$ cat config.mk
export PLATFORM = sky130hd
export DESIGN_NAME = iq_to_float
export DESIGN_NICKNAME = d
export VERILOG_FILES = /design/src/rtl/iq_to_float.sv
export SDC_FILE = /design/constraint.sdc
export NUM_CORES = 1
export LEC_CHECK = 0
export CORE_MARGIN = 3
export CORE_UTILIZATION = 39
export DETAILED_ROUTE_END_ITERATION = 8
export PLACE_DENSITY = 0.59
export SYNTH_ARGS = -nofsm -noshare
export SYNTH_HDL_FRONTEND = slang
export SYNTH_SLANG_ARGS = --single-unit
$ cat constraint.sdc
create_clock -name clk -period 4.1 [get_ports clk]
set_input_delay 1.23 -clock clk [delete_from_list [all_inputs] [get_ports clk]]
set_output_delay 1.23 -clock clk [all_outputs]
set_load 0.01 [all_outputs]
$ cat src/rtl/iq_to_float.sv
// iq_to_float: converts a packed 16-bit I/Q sample into two IEEE-754 singles through a 3-stage pipeline.
// Optional macro IQ_TO_FLOAT_Q15_EN treats each lane as a Q15 fraction instead of an integer.
module iq_to_float (
  input  logic        clk,
  input  logic        reset,
  input  logic [31:0] i_tdata,
  input  logic        i_tlast,
  input  logic        i_tvalid,
  output logic        i_tready,
  output logic [63:0] o_tdata,
  output logic        o_tlast,
  output logic        o_tvalid,
  input  logic        o_tready
);

`ifdef IQ_TO_FLOAT_Q15_EN
  localparam logic [7:0] EXP_BIAS = 8'd112;
`else
  localparam logic [7:0] EXP_BIAS = 8'd127;
`endif

  // 17 bits so that -32768 maps to +32768 instead of wrapping.
  function automatic logic [16:0] lane_mag(input logic [15:0] x);
    logic [16:0] xs;
    xs = {x[15], x};
    if (x[15]) lane_mag = 17'd0 - xs;
    else       lane_mag = xs;
  endfunction

  function automatic logic [3:0] lead_one(input logic [15:0] mag);
    lead_one = 4'd0;
    for (int b = 0; b < 16; b++) begin
      if (mag[b]) lead_one = 4'(b);
    end
  endfunction

  function automatic logic [22:0] norm_mant(input logic [15:0] mag, input logic [3:0] pos);
    logic [15:0] sh;
    sh = mag << (4'd15 - pos);
    norm_mant = {sh[14:0], 8'd0};
  endfunction

  logic        en_s;
  logic        s1_valid_r;
  logic        s1_last_r;
  logic [1:0]  s1_sign_r;
  logic [16:0] s1_mag_r [2];
  logic        s2_valid_r;
  logic        s2_last_r;
  logic [1:0]  s2_sign_r;
  logic [1:0]  s2_zero_r;
  logic [15:0] s2_mag_r [2];
  logic [3:0]  s2_pos_r [2];
  logic [7:0]  s2_exp_r [2];

  assign en_s     = o_tready | ~o_tvalid;
  assign i_tready = en_s & ~reset;

  // Stage 1: split each lane into sign and magnitude.
  always_ff @(posedge clk) begin
    if (reset) begin
      s1_valid_r <= 1'b0;
      s1_last_r  <= 1'b0;
      s1_sign_r  <= 2'b00;
      for (int l = 0; l < 2; l++) s1_mag_r[l] <= 17'd0;
    end else if (en_s) begin
      s1_valid_r <= i_tvalid;
      s1_last_r  <= i_tvalid & i_tlast;
      for (int l = 0; l < 2; l++) begin
        s1_sign_r[l] <= i_tdata[16*l + 15];
        s1_mag_r[l]  <= lane_mag(i_tdata[16*l +: 16]);
      end
    end
  end

  // Stage 2: leading-one position and biased exponent.
  always_ff @(posedge clk) begin
    if (reset) begin
      s2_valid_r <= 1'b0;
      s2_last_r  <= 1'b0;
      s2_sign_r  <= 2'b00;
      s2_zero_r  <= 2'b00;
      for (int l = 0; l < 2; l++) begin
        s2_mag_r[l] <= 16'd0;
        s2_pos_r[l] <= 4'd0;
        s2_exp_r[l] <= 8'd0;
      end
    end else if (en_s) begin
      s2_valid_r <= s1_valid_r;
      s2_last_r  <= s1_last_r;
      s2_sign_r  <= s1_sign_r;
      for (int l = 0; l < 2; l++) begin
        s2_zero_r[l] <= (s1_mag_r[l] == 17'd0);
        s2_mag_r[l]  <= s1_mag_r[l][15:0];
        s2_pos_r[l]  <= lead_one(s1_mag_r[l][15:0]);
        s2_exp_r[l]  <= EXP_BIAS + {4'd0, lead_one(s1_mag_r[l][15:0])};
      end
    end
  end

  // Stage 3: normalise the mantissa and pack both lanes; zero always encodes as +0.0.
  always_ff @(posedge clk) begin
    if (reset) begin
      o_tvalid <= 1'b0;
      o_tlast  <= 1'b0;
      o_tdata  <= 64'd0;
    end else if (en_s) begin
      o_tvalid <= s2_valid_r;
      o_tlast  <= s2_last_r;
      for (int l = 0; l < 2; l++) begin
        if (s2_zero_r[l]) o_tdata[32*l +: 32] <= 32'd0;
        else o_tdata[32*l +: 32] <= {s2_sign_r[l], s2_exp_r[l], norm_mant(s2_mag_r[l], s2_pos_r[l])};
      end
    end
  end

endmodule
# Word-level counts from Yosys, hierarchy flattened
# Memories as Yosys holds them, arrays and structs flattened.
# Cells that the tools add are included.
[classes] n_eq_ne=0 shift=2 div=0 multipliers=0 bitwise_logic=13 order_cmp=0 add_sub_neg=6 n_reduce_logical=2 n_mux=55
[ops] operator="17-bit two-way mux" count=8
[ops] operator="4-bit two-way mux" count=34
[ops] operator="32-bit two-way mux" count=2
[ops] operator="17-bit zero test" count=2
[ops] operator="1-bit by 16-bit subtractor with 17-bit output, first input constant" count=2
[ops] operator="16-bit two-way mux" count=2
[ops] operator="16-bit by 4-bit left shift with 15-bit output" count=2
[ops] operator="7-bit by 4-bit adder with 8-bit output, first input constant" count=2
[ops] operator="8-bit two-way mux" count=2
[ops] operator="1-bit OR" count=9
[ops] operator="4-bit subtractor, first input constant" count=2
[ops] operator="1-bit two-way mux" count=7
[ops] operator="1-bit bitwise AND" count=2
[ops] operator="1-bit inverter" count=2
[totals] register_bits=76 mem_count=4 romBits=0 latch_bits=0 ram_bits=90
[mem_list] memory="s1_mag_r" depth=2 word_bits=17 rd=2 rd_ports_with_merged_regs=0 wr=2 line_no="47" text="logic [16:0] s1_mag_r [2];"
[mem_list] memory="s2_mag_r" depth=2 word_bits=16 rd=2 rd_ports_with_merged_regs=0 wr=2 line_no="52" text="logic [15:0] s2_mag_r [2];"
[mem_list] memory="s2_exp_r" depth=2 word_bits=8 rd=2 rd_ports_with_merged_regs=0 wr=2 line_no="54" text="logic [7:0] s2_exp_r [2];"
[mem_list] memory="s2_pos_r" depth=2 word_bits=4 rd=2 rd_ports_with_merged_regs=0 wr=2 line_no="53" text="logic [3:0] s2_pos_r [2];"

# Longest topological paths before layout
# An unclocked memory read counts as a cell.
[logic_depth] ltp_word=20 depth_mapped=8

# Worst setup path before layout
# No wires, ideal clock.
[synth_path] kind="input to register" from="in o_tready" to="reg o_tvalid" slack_ps=330 required_time_ps=3863 setup_ps=237 cell_stages=5 arrival_time_ps=3533 cell_sequence="nor2b_1 > nor2b_1 > clkbuf_1 > inv_1 > o21ai_0"
[synth_via] elab_chain_len=1
[synth_rtl] item="from (decl)" line_no="13" text="input logic o_tready"
[synth_rtl] item="1-bit OR" line_no="56" text="assign en_s = o_tready | ~o_tvalid;"
[synth_rtl] item="to (signal assigned)" line_no="108" text="o_tvalid <= s2_valid_r;"
[synth_rtl] item="to (decl)" line_no="12" text="output logic o_tvalid,"
# Every way passes these cells.
# A chain may end at the register's enable or synchronous reset.

# Worst setup path after layout
[layout_path] from="in o_tready" to="out i_tready"
[layout_via] elab_chain_len=2
[layout_rtl] item="1-bit OR" line_no="56"
[layout_rtl] item="1-bit bitwise AND" line_no="57" text="assign i_tready = en_s & ~reset;"
[layout_rtl] item="to (decl)" line_no="9" text="output logic i_tready,"
# Every way passes these cells.

==> results_dict.tcl <==
set metrics [dict create \
    grt_pass1_wl_um 24200 \
    p_switching_mw 0.979 \
    hold_class "flop to flop" \
    diodes 0 \
    drc_errors 0 \
    cts.repair.resized 0 \
    antenna_left 0 \
    start_util_pct 40.7 \
    pin_count 104 \
    timing.final.crit_share_pct 96.2 \
    cts_hold_buf 0 \
    antenna_found_initial 0 \
    synthTopCellsByArea "edfxtp_1 (37%), dfxtp_1 (17%), mux2i_1 (6.4%), nor2_1 (4.2%), a22o_1 (3.3%)" \
    holdPathStages 2 \
    p_comb_share_pct 13.2 \
    yosysMostFrequentCell "edfxtp_1" \
    ys_seq_elements 144 \
    routed_via_density 5.07 \
    h-tree-depth 4 \
    netlist.area_leader.share_pct 37.5 \
    status "finished clean" \
    rr_worst_depth 8 \
    drt_pre_antenna_iters 4 \
    peakVddDrop_mv 0.301 \
    clockBufferDepth 2 \
    fin_nets 752 \
    synth_edf_count 86 \
    max-cap-violations 0 \
    worstMarginPinSlew_ns 0.882 \
    p_int_mw 2.82 \
    syn_area_per_cell_um2 11.0 \
    cp_max_fo 3 \
    slew_headroom_pct 40.4 \
    clk_pin_slew_ns 0.06 \
    setup_viol 0 \
    post-place-ws_ns 0.143 \
    worstSetupEndpointType "output pin" \
    share_seq_of_total_power_pct 46.5 \
    grt_overflow 0 \
    grt_pass1_vias 4652 \
    post_cts_buffers 0 \
    via_count 4777 \
    final_cell_count_no_fill 942 \
    area_growth_syn_to_layout_pct 23.7 \
    cts_buffers 17 \
    async_flop_share_pct 0 \
    grt_max_degree 57 \
    postLayoutCoreUtil_pct 50.4 \
    fin_ws_ns 0.157 \
    period_minus_slack_ns 3.94 \
    start_kind "input pin" \
    met1_length_um 7540 \
    fp-row-count 47 \
    met2_length_um 5900 \
    slew_viol_final 0 \
    portBuffers 87 \
    drive_gt1_share_pct 8.73 \
    die_w_um 139 \
    dieArea_um2 19300 \
    max_freq_ghz 0.254 \
    clk_latency_ns 0.42 \
    crit_type "input pin to output pin" \
    ys.flop_type "edfxtp_1" \
    wl_per_cell_um 15.4 \
    drt_iter0_drc 344 \
    synth_top_area_cell "edfxtp_1" \
    required_ns 2.87 \
    p_per_area_nw_per_um2 446 \
    synthCells 628 \
    core_um2 16900 \
    finalSetupTns_ns 0 \
    chipHeight_um 139 \
    route.met3.wl_um 787 \
    totalWireLength_um 14500 \
    switching_share_pct 25.8 \
    synth.yosys.seq_area_share_pct 54.3 \
    gp_congestion 0.796 \
    cts_tree "built" \
    worstPathArrival_ns 2.71 \
    leakagePower_nw 3.28 \
    placedCellCount 910 \
    grt_usage_pct 15.3 \
    ys_warn_count 0 \
    dp_hpwl_um 10300 \
    hold_viol_final 0 \
    clk_root_buffer_cell "clkbuf_16" \
    cts.sinks 144 \
    rsz0062_at_grt "false" \
    pwr-share-clk_pct 40.3 \
    clock_skew_ns 0.0114 \
    top_layer "met4" \
    synthTopCellsByCount "edfxtp_1 (86), nor2_1 (77), dfxtp_1 (58), nand2_1 (48), mux2i_1 (44)" \
    ys_types 53 \
    netlist_area_um2 6890 \
]
## worst max-delay path, cell delays in order
cell and delay, ns:
clkdlybuf4s50_1 0.45, nor2b_1 0.05, or2_2 0.32, inv_1 0.11, clkdlybuf4s50_1 0.54
## cell type report
type	instances	area (µm²)
tap	220	275
fill	1530	8410
clock buffer	20	478
clock inverter	12	121
multi-input combinational	428	2880
sequential	144	3740
inverter	22	82.6
timing repair buffer	96	951
## state kept, by name (all words and copies together), names as in the netlist
register and count:
s2_pos_r 8, s1_valid_r 1, s2_sign_r 2, s1_last_r 1
o_tlast 1, s2_zero_r 2, s2_valid_r 1, s2_exp_r 14
o_tdata 46, s2_last_r 1, s2_mag_r 30, s1_mag_r 34
s1_sign_r 2, o_tvalid 1
## cell families (layout without fill, tap and decap cells)
family / after synthesis / in the layout / share of synthesized area, %
flip-flops: 144 / 144 / 54.3
adder cells (fa/ha/maj): 6 / 6 / 1.09
buffers and inverters: 73 / 150 / 5.05
multiplexers: 55 / 55 / 9.17
AO/OA/AOI/OAI: 111 / 111 / 12.3
XOR/XNOR: 28 / 28 / 3.56
AND/OR/NAND/NOR: 210 / 210 / 14.5
other: 1 / 18 / 0.0544
## worst paths after layout
check / from / end / slack, ns
max: o_tready / i_tready / 0.16
min: o_tdata[40] / o_tdata[40] / 0.45
max reg2reg: s1_mag_r[0][19] / s2_exp_r[0][10] / 1.65
min reg2reg: o_tdata[40] / o_tdata[40] / 0.45
## per-stage QoR
stage / area, µm² / hold WS [ns] / power, mW
2_1_floorplan: 6960 / 0.426 / 2.11
3_3_place_gp: 7930 / 0.433 / 2.28
3_5_place_dp: 7930 / 0.444 / 2.30
4_1_cts: 8530 / 0.461 / 3.84
5_1_grt: 8530 / 0.479 / 3.98
6_report: 8530 / 0.452 / 3.80
## per-layer routing
| layer | track usage [%] | vias to the layer above |
|---|---|---|
| met5 | 0 | - |
| met2 | 20.8 | 148 |
| li1 | - | 2411 |
| met3 | 3.69 | 18 |
| met1 | 23.4 | 2200 |
| met4 | 5.56 | 0 |
## layout by cell type (no fill, tap or decap), types with 8 or more instances in the layout
cell type and n:
nor4_1 8, nand2_1 48, o31ai_1 9, clkdlybuf4s50_1 87, clkbuf_16 18, dfxtp_1 58, o21ai_0 30, buf_4 8
mux2i_1 44, a22o_1 26, xor2_1 25, conb_1 18, a21oi_1 9, nor2_1 77, nor3_1 12, inv_1 20
nand3_1 11, edfxtp_1 86, and2_1 32
## power groups by stage
stage,clock (mW),combinational [mW],sequential (mW)
2_1_floorplan,0,0.367,1.74
3_3_place_gp,0,0.492,1.79
3_5_place_dp,0,0.501,1.80
4_1_cts,1.57,0.505,1.77
5_1_grt,1.63,0.561,1.79
6_report,1.53,0.502,1.77
No activity file was read; power rests on OpenSTA's default activity.
